`src/rtl/mips_cpu.sv`:
```
// mips_cpu: single-cycle MIPS32-subset core for the character-terminal system.
// Executes one instruction per clock. Fetch, decode, execute and the data-port
// request all happen combinationally within the cycle. The GPR write and the
// pc update commit together on the rising edge.
// Ports:
//   clk    system clock, rising edge
//   reset  synchronous, active-low; loads RESET_PC and clears all GPRs
//   pc     byte address of the current instruction
//   inst   instruction at pc (combinational ROM)
//   raddr  data byte address (ALU result; rs + sext(imm) for lw/sw)
//   rdata  read data at raddr (combinational)
//   wren   store enable, asserted only for sw and never during reset
//   wdata  store data (rt value)
module mips_cpu #(
    parameter int unsigned         XLEN     = 32,
    parameter logic [XLEN-1:0]     RESET_PC = 32'h0000_0000
) (
    input  logic            clk,
    input  logic            reset,
    output logic [XLEN-1:0] pc,
    input  logic [XLEN-1:0] inst,
    output logic [XLEN-1:0] raddr,
    input  logic [XLEN-1:0] rdata,
    output logic            wren,
    output logic [XLEN-1:0] wdata
);

    logic [XLEN-1:0] gpr [32];

    logic [5:0]      op, funct;
    logic [4:0]      rs_a, rt_a, rd_a, shamt, wb_a;
    logic [15:0]     imm;
    logic [XLEN-1:0] rs_v, rt_v, sext, zext, pc_plus4, alu, pc_next, wb_val;
    logic            wb_en, is_sw;

    assign op    = inst[31:26];
    assign rs_a  = inst[25:21];
    assign rt_a  = inst[20:16];
    assign rd_a  = inst[15:11];
    assign shamt = inst[10:6];
    assign funct = inst[5:0];
    assign imm   = inst[15:0];

    // $0 is forced to read zero here, so it never needs special write handling
    assign rs_v     = (rs_a == 5'd0) ? '0 : gpr[rs_a];
    assign rt_v     = (rt_a == 5'd0) ? '0 : gpr[rt_a];
    assign sext     = {{(XLEN-16){imm[15]}}, imm};
    assign zext     = {{(XLEN-16){1'b0}}, imm};
    assign pc_plus4 = pc + 32'd4;

    always_comb begin
        alu     = '0;
        wb_en   = 1'b0;
        wb_a    = rt_a;
        wb_val  = '0;
        pc_next = pc_plus4;
        is_sw   = 1'b0;
        case (op)
            6'h00: begin
                wb_en = 1'b1;
                wb_a  = rd_a;
                case (funct)
                    6'h00:        alu = rt_v << shamt;
                    6'h02:        alu = rt_v >> shamt;
                    6'h03:        alu = $signed(rt_v) >>> shamt;
                    6'h04:        alu = rt_v << rs_v[4:0];
                    6'h06:        alu = rt_v >> rs_v[4:0];
                    6'h07:        alu = $signed(rt_v) >>> rs_v[4:0];
                    6'h20, 6'h21: alu = rs_v + rt_v;
                    6'h22, 6'h23: alu = rs_v - rt_v;
                    6'h24:        alu = rs_v & rt_v;
                    6'h25:        alu = rs_v | rt_v;
                    6'h26:        alu = rs_v ^ rt_v;
                    6'h27:        alu = ~(rs_v | rt_v);
                    6'h2A:        alu = {{(XLEN-1){1'b0}}, $signed(rs_v) < $signed(rt_v)};
                    6'h2B:        alu = {{(XLEN-1){1'b0}}, rs_v < rt_v};
                    6'h08: begin
                        wb_en   = 1'b0;
                        pc_next = rs_v;
                    end
                    default:      wb_en = 1'b0;
                endcase
                wb_val = alu;
            end
            6'h02: pc_next = {pc_plus4[XLEN-1:XLEN-4], inst[25:0], 2'b00};
            6'h03: begin
                pc_next = {pc_plus4[XLEN-1:XLEN-4], inst[25:0], 2'b00};
                wb_en   = 1'b1;
                wb_a    = 5'd31;
                wb_val  = pc_plus4;
            end
            6'h04, 6'h05: begin
                alu = rs_v - rt_v;
                // op[0] distinguishes bne from beq
                if ((alu == '0) != op[0])
                    pc_next = pc_plus4 + {sext[XLEN-3:0], 2'b00};
            end
            6'h08, 6'h09, 6'h0A, 6'h0B, 6'h0C, 6'h0D, 6'h0E, 6'h0F: begin
                case (op)
                    6'h0A:   alu = {{(XLEN-1){1'b0}}, $signed(rs_v) < $signed(sext)};
                    6'h0B:   alu = {{(XLEN-1){1'b0}}, rs_v < sext};
                    6'h0C:   alu = rs_v & zext;
                    6'h0D:   alu = rs_v | zext;
                    6'h0E:   alu = rs_v ^ zext;
                    6'h0F:   alu = {imm, 16'h0000};
                    default: alu = rs_v + sext;
                endcase
                wb_en  = 1'b1;
                wb_val = alu;
            end
            6'h23: begin
                alu    = rs_v + sext;
                wb_en  = 1'b1;
                wb_val = rdata;
            end
            6'h2B: begin
                alu   = rs_v + sext;
                is_sw = 1'b1;
            end
            default: ;
        endcase
    end

    assign raddr = alu;
    assign wdata = rt_v;
    assign wren  = is_sw & reset;

    always_ff @(posedge clk) begin
        if (!reset) begin
            pc <= RESET_PC;
            for (int unsigned i = 0; i < 32; i++)
                gpr[i] <= '0;
        end else begin
            pc <= pc_next;
            if (wb_en && wb_a != 5'd0)
                gpr[wb_a] <= wb_val;
        end
    end

endmodule

```
`config.mk`:
```
export PLATFORM = sky130hd
export DESIGN_NAME = mips_cpu
export DESIGN_NICKNAME = d
export VERILOG_FILES = /design/src/rtl/mips_cpu.sv
export SDC_FILE = /design/constraint.sdc
export NUM_CORES = 2
export LEC_CHECK = 0
export CORE_ASPECT_RATIO = 1.5
export CORE_MARGIN = 2
export CORE_UTILIZATION = 30
export DETAILED_ROUTE_END_ITERATION = 8
export GPL_TIMING_DRIVEN = 0
export PLACE_DENSITY_LB_ADDON = 0.15
export SYNTH_ARGS = -nofsm -noshare
export SYNTH_HDL_FRONTEND = slang
export SYNTH_SLANG_ARGS = --single-unit
```
`constraint.sdc`:
```
create_clock -name clk -period 27.6 [get_ports clk]
set_input_delay 5.52 -clock clk [delete_from_list [all_inputs] [get_ports clk]]
set_output_delay 5.52 -clock clk [all_outputs]
set_load 0.005 [all_outputs]
```
==> summary.txt <==
Clock tree
  • Post-cts gate resize count: 0
  • Clk buf depth: 3
  • Clock Root Buffer: clkbuf_16
  • H-tree depth: 3
  • Clock sinks: 1056
  • TritonCTS clock tree: built
  • Clock latency on the worst-skew pair: 0.86 ns
  • Reg clk slew, reported paths: 0.06 ns
  • Setup bufs post-CTS: 0
  • Cts bufs inserted: 112
  • Post-CTS Hold Fix Bufs: 0

Final layout
  • Final Core Density: 34.9%
  • Area delta synth->final: 15.6%
  • Design area: 0.0827 mm²
  • Share of layout cells above drive strength 1: 19.4%
  • Nets@finish: 7013
  • Fill cells: 23800

Power
  • Pwr dens: 58.5 mW/mm²
  • Pwr Total: 4.84 mW
  • LEAKAGE: 28.9 nW
  • Max rail drop VDD: 65.5 µV

Setup path
  • WP data arrival: 20.96 ns
  • Critical Path Sink: raddr[0]
  • CP max stage delay: 1.09 ns
  • Crit. End Element: output pin
  • Crit path from: inst[22]
  • Cell repeated most along the worst path: clkbuf_1
  • Worst r2r dst: pc[17]
  • WP data required: 22.08 ns
  • R2R setup slack: 16.95 ns
  • Worst setup SP type: input port
  • R2R cell count: 24
  • Worst-path fanout max: 10
  • Reg2reg start: gpr[19][8]
  • Kind of critical path: in2out
  • Worst path slowest cell: clkbuf_1

Place
  • Placed Area: 0.0790 mm²
  • IO buf count: 157
  • DP HPWL: 374000 µm
  • Placer Congestion: 1.08

Timing
  • RSZ-0062 raised after global routing: false
  • Clock skew: 0.0698 ns
  • Period utilization: 96.0%
  • Final hold slack: 0.676 ns
  • Tmin final: 26.48 ns
  • Pins Over Slew Limit: 260
  • Worst-Margin Slew: 1.72 ns
  • Max frequency: 0.0378 GHz
  • Worst slew margin: -16.1%
  • Final hold vios: 0
  • Final setup violation count: 0

Detailed routing
  • Detailed Route Iter0 Violations: 8064
  • DRC: 0
  • Post-DR vias/cell: 6.48
  • DR vias: 64600
  • Routed WL: 487000 µm
  • Final ANT Viol Nets: 0
  • WL/cell: 48.9 µm
  • DRT Pass-1 Iters: 6

Floorplan
  • Die extent in y: 602 µm
  • Die width: 403 µm
  • Initial Utilization: 30.2%
  • Rows: 219
  • CORE AREA: 0.237 mm²
  • DIE AREA: 0.243 mm²
  • # IOs: 163

Logic synthesis
  • Flops & latches, synth: 1056
  • Most area-hungry cell type in the Yosys netlist: edfxtp_1
  • Compound-Gate Fraction of Synth Area: 11.6%
  • Sequential area share after synthesis: 43.9%
  • Mux contribution to synthesized area: 21.8%
  • Post-Synth Adder-Cell Area: 3.58%
  • Post-synth top area share: 43.0%
  • Unique cell type count in the Yosys netlist: 121
  • Yosys warnings: 0
  • Synthesized area: 0.0716 mm²
  • Mapped Cells: 6357
  • Xor/xnor share of the synthesized area: 1.70%
  • Top area cells in the synthesized netlist: edfxtp_1 (43%), mux4_2 (16%), nor2_1 (6.4%)
  • Async set-reset flop share out of synthesis: 0%
  • Synth Area in Simple Gates: 12.5%
  • Main combinational cell family by area after synthesis: multiplexers
  • Main synth FF type: edfxtp_1
  • Post-synth EDFFs: 1024
  • Syn avg cell area: 11.3 µm²

Global route
  • Total grt overflow: 0
  • Largest net degree at the start of global routing: 33
  • Vias in the first global route: 64200
  • First-pass GRT wire length: 627000 µm
  • GRT Util Overall: 39.4%
  • Antenna violations before repair: 57

Worst hold path
  • Worst min path class: reg2reg

Run
  • Max Cap Violations: 35

Run status
  • Run status: finished, violations left
  • Violated checks: max-capacitance violations, max-slew violations
==> area by class of cell <==
type                       count  area (µm²)  area share, %
antenna                       44         110          0.133
sequential                  1056       31400           37.9
multi-input combinational   4590       37200           45.0
inverter                     153         577          0.697
timing repair buffer         245        3010           3.63
clock inverter                58         603          0.729
tap                         3094        3870           4.68
clock buffer                 140        2910           3.51
buffer                       589        3030           3.66
==> layout by cell type (no fill, tap or decap), types with 54 or more instances in the layout <==
cell             count
o21ai_0            190
a22oi_1             59
o221ai_1            56
nor2_1            1211
a221oi_1            58
buf_2              182
o22ai_1             54
nand3_1             66
inv_1              142
mux4_2             500
nand2_1            424
xnor2_1            101
o211ai_1            54
a21oi_1            281
mux2i_1            347
buf_4               68
nor3_1              55
edfxtp_1          1024
ha_1               196
clkbuf_16          114
clkdlybuf4s50_1    156
clkbuf_1           266
==> power breakdown <==
part / leakage, nW / internal [mW] / switching (mW) / total [mW]
logic: 16.4 / 0.430 / 1.02 / 1.45
registers: 10.8 / 1.81 / 0.0308 / 1.84
clock network: 1.71 / 0.822 / 0.734 / 1.56
==> critical path, delay by kind of cell <==
kind / cells / cell delay, ns
and+or+nand+nor: 3 / 0.91
AOI/OAI and AO/OA: 14 / 4.98
adders and majority gates: 1 / 0.39
buffers and inverters: 14 / 8.56
muxes: 1 / 0.42
==> per-stage QoR <==
stage	setup slack, ns	setup TNS (ns)	cells
after detailed placement	1.82	0	9721
after CTS	1.80	0	9919
after floorplan	9.09	0	6388
after global routing	1.41	0	9931
final	1.12	0	9969
after global placement	-3.89	-45.75	9639
==> synth_stat cells, types with 56 or more instances <==
| cell | number |
|---|---|
| nor2_1 | 1228 |
| edfxtp_1 | 1024 |
| mux4_2 | 500 |
| nand2_1 | 455 |
| mux2i_1 | 348 |
| clkbuf_1 | 291 |
| a21oi_1 | 285 |
| ha_1 | 196 |
| o21ai_0 | 196 |
| buf_2 | 174 |
| inv_1 | 142 |
| xnor2_1 | 101 |
| nor3_1 | 73 |
| nand3_1 | 66 |
| a221oi_1 | 62 |
| a22oi_1 | 59 |
| buf_4 | 58 |
| o221ai_1 | 56 |
==> flip-flops by register name, summed over array words and instances (netlist names) <==
register / flops
gpr: 1024
pc: 32
==> cell families (layout without fill, tap and decap cells) <==
group,Yosys count,in the layout
compound gates,1198,1198
xor+xnor,139,139
fa+ha+maj,203,203
buf+inv,742,1185
flops,1056,1056
mux,907,907
other cells,1,76
simple gates,2111,2111
==> worst min path at each step <==
stage            end  depth (start not counted)  slack [ns]   from
6_report       pc[1]                          3        0.68  pc[1]
3_3_place_gp   pc[0]                          3        0.64  pc[0]
2_1_floorplan  pc[0]                          3        0.63  pc[0]
4_1_cts        pc[1]                          3        0.67  pc[1]
3_5_place_dp   pc[0]                          3        0.66  pc[0]
5_1_grt        pc[1]                          3        0.70  pc[1]
==> metal layers <==
metal  GRT usage [%]  up-vias  routed length (µm)
li1                -    24900                   -
met5          0.0598        -                 169
met2            65.2     4966              231000
met3            10.9     2107               43500
met4            45.6       26               68600
met1            36.7    32600              144000
(Power assumes the default switching activity.)
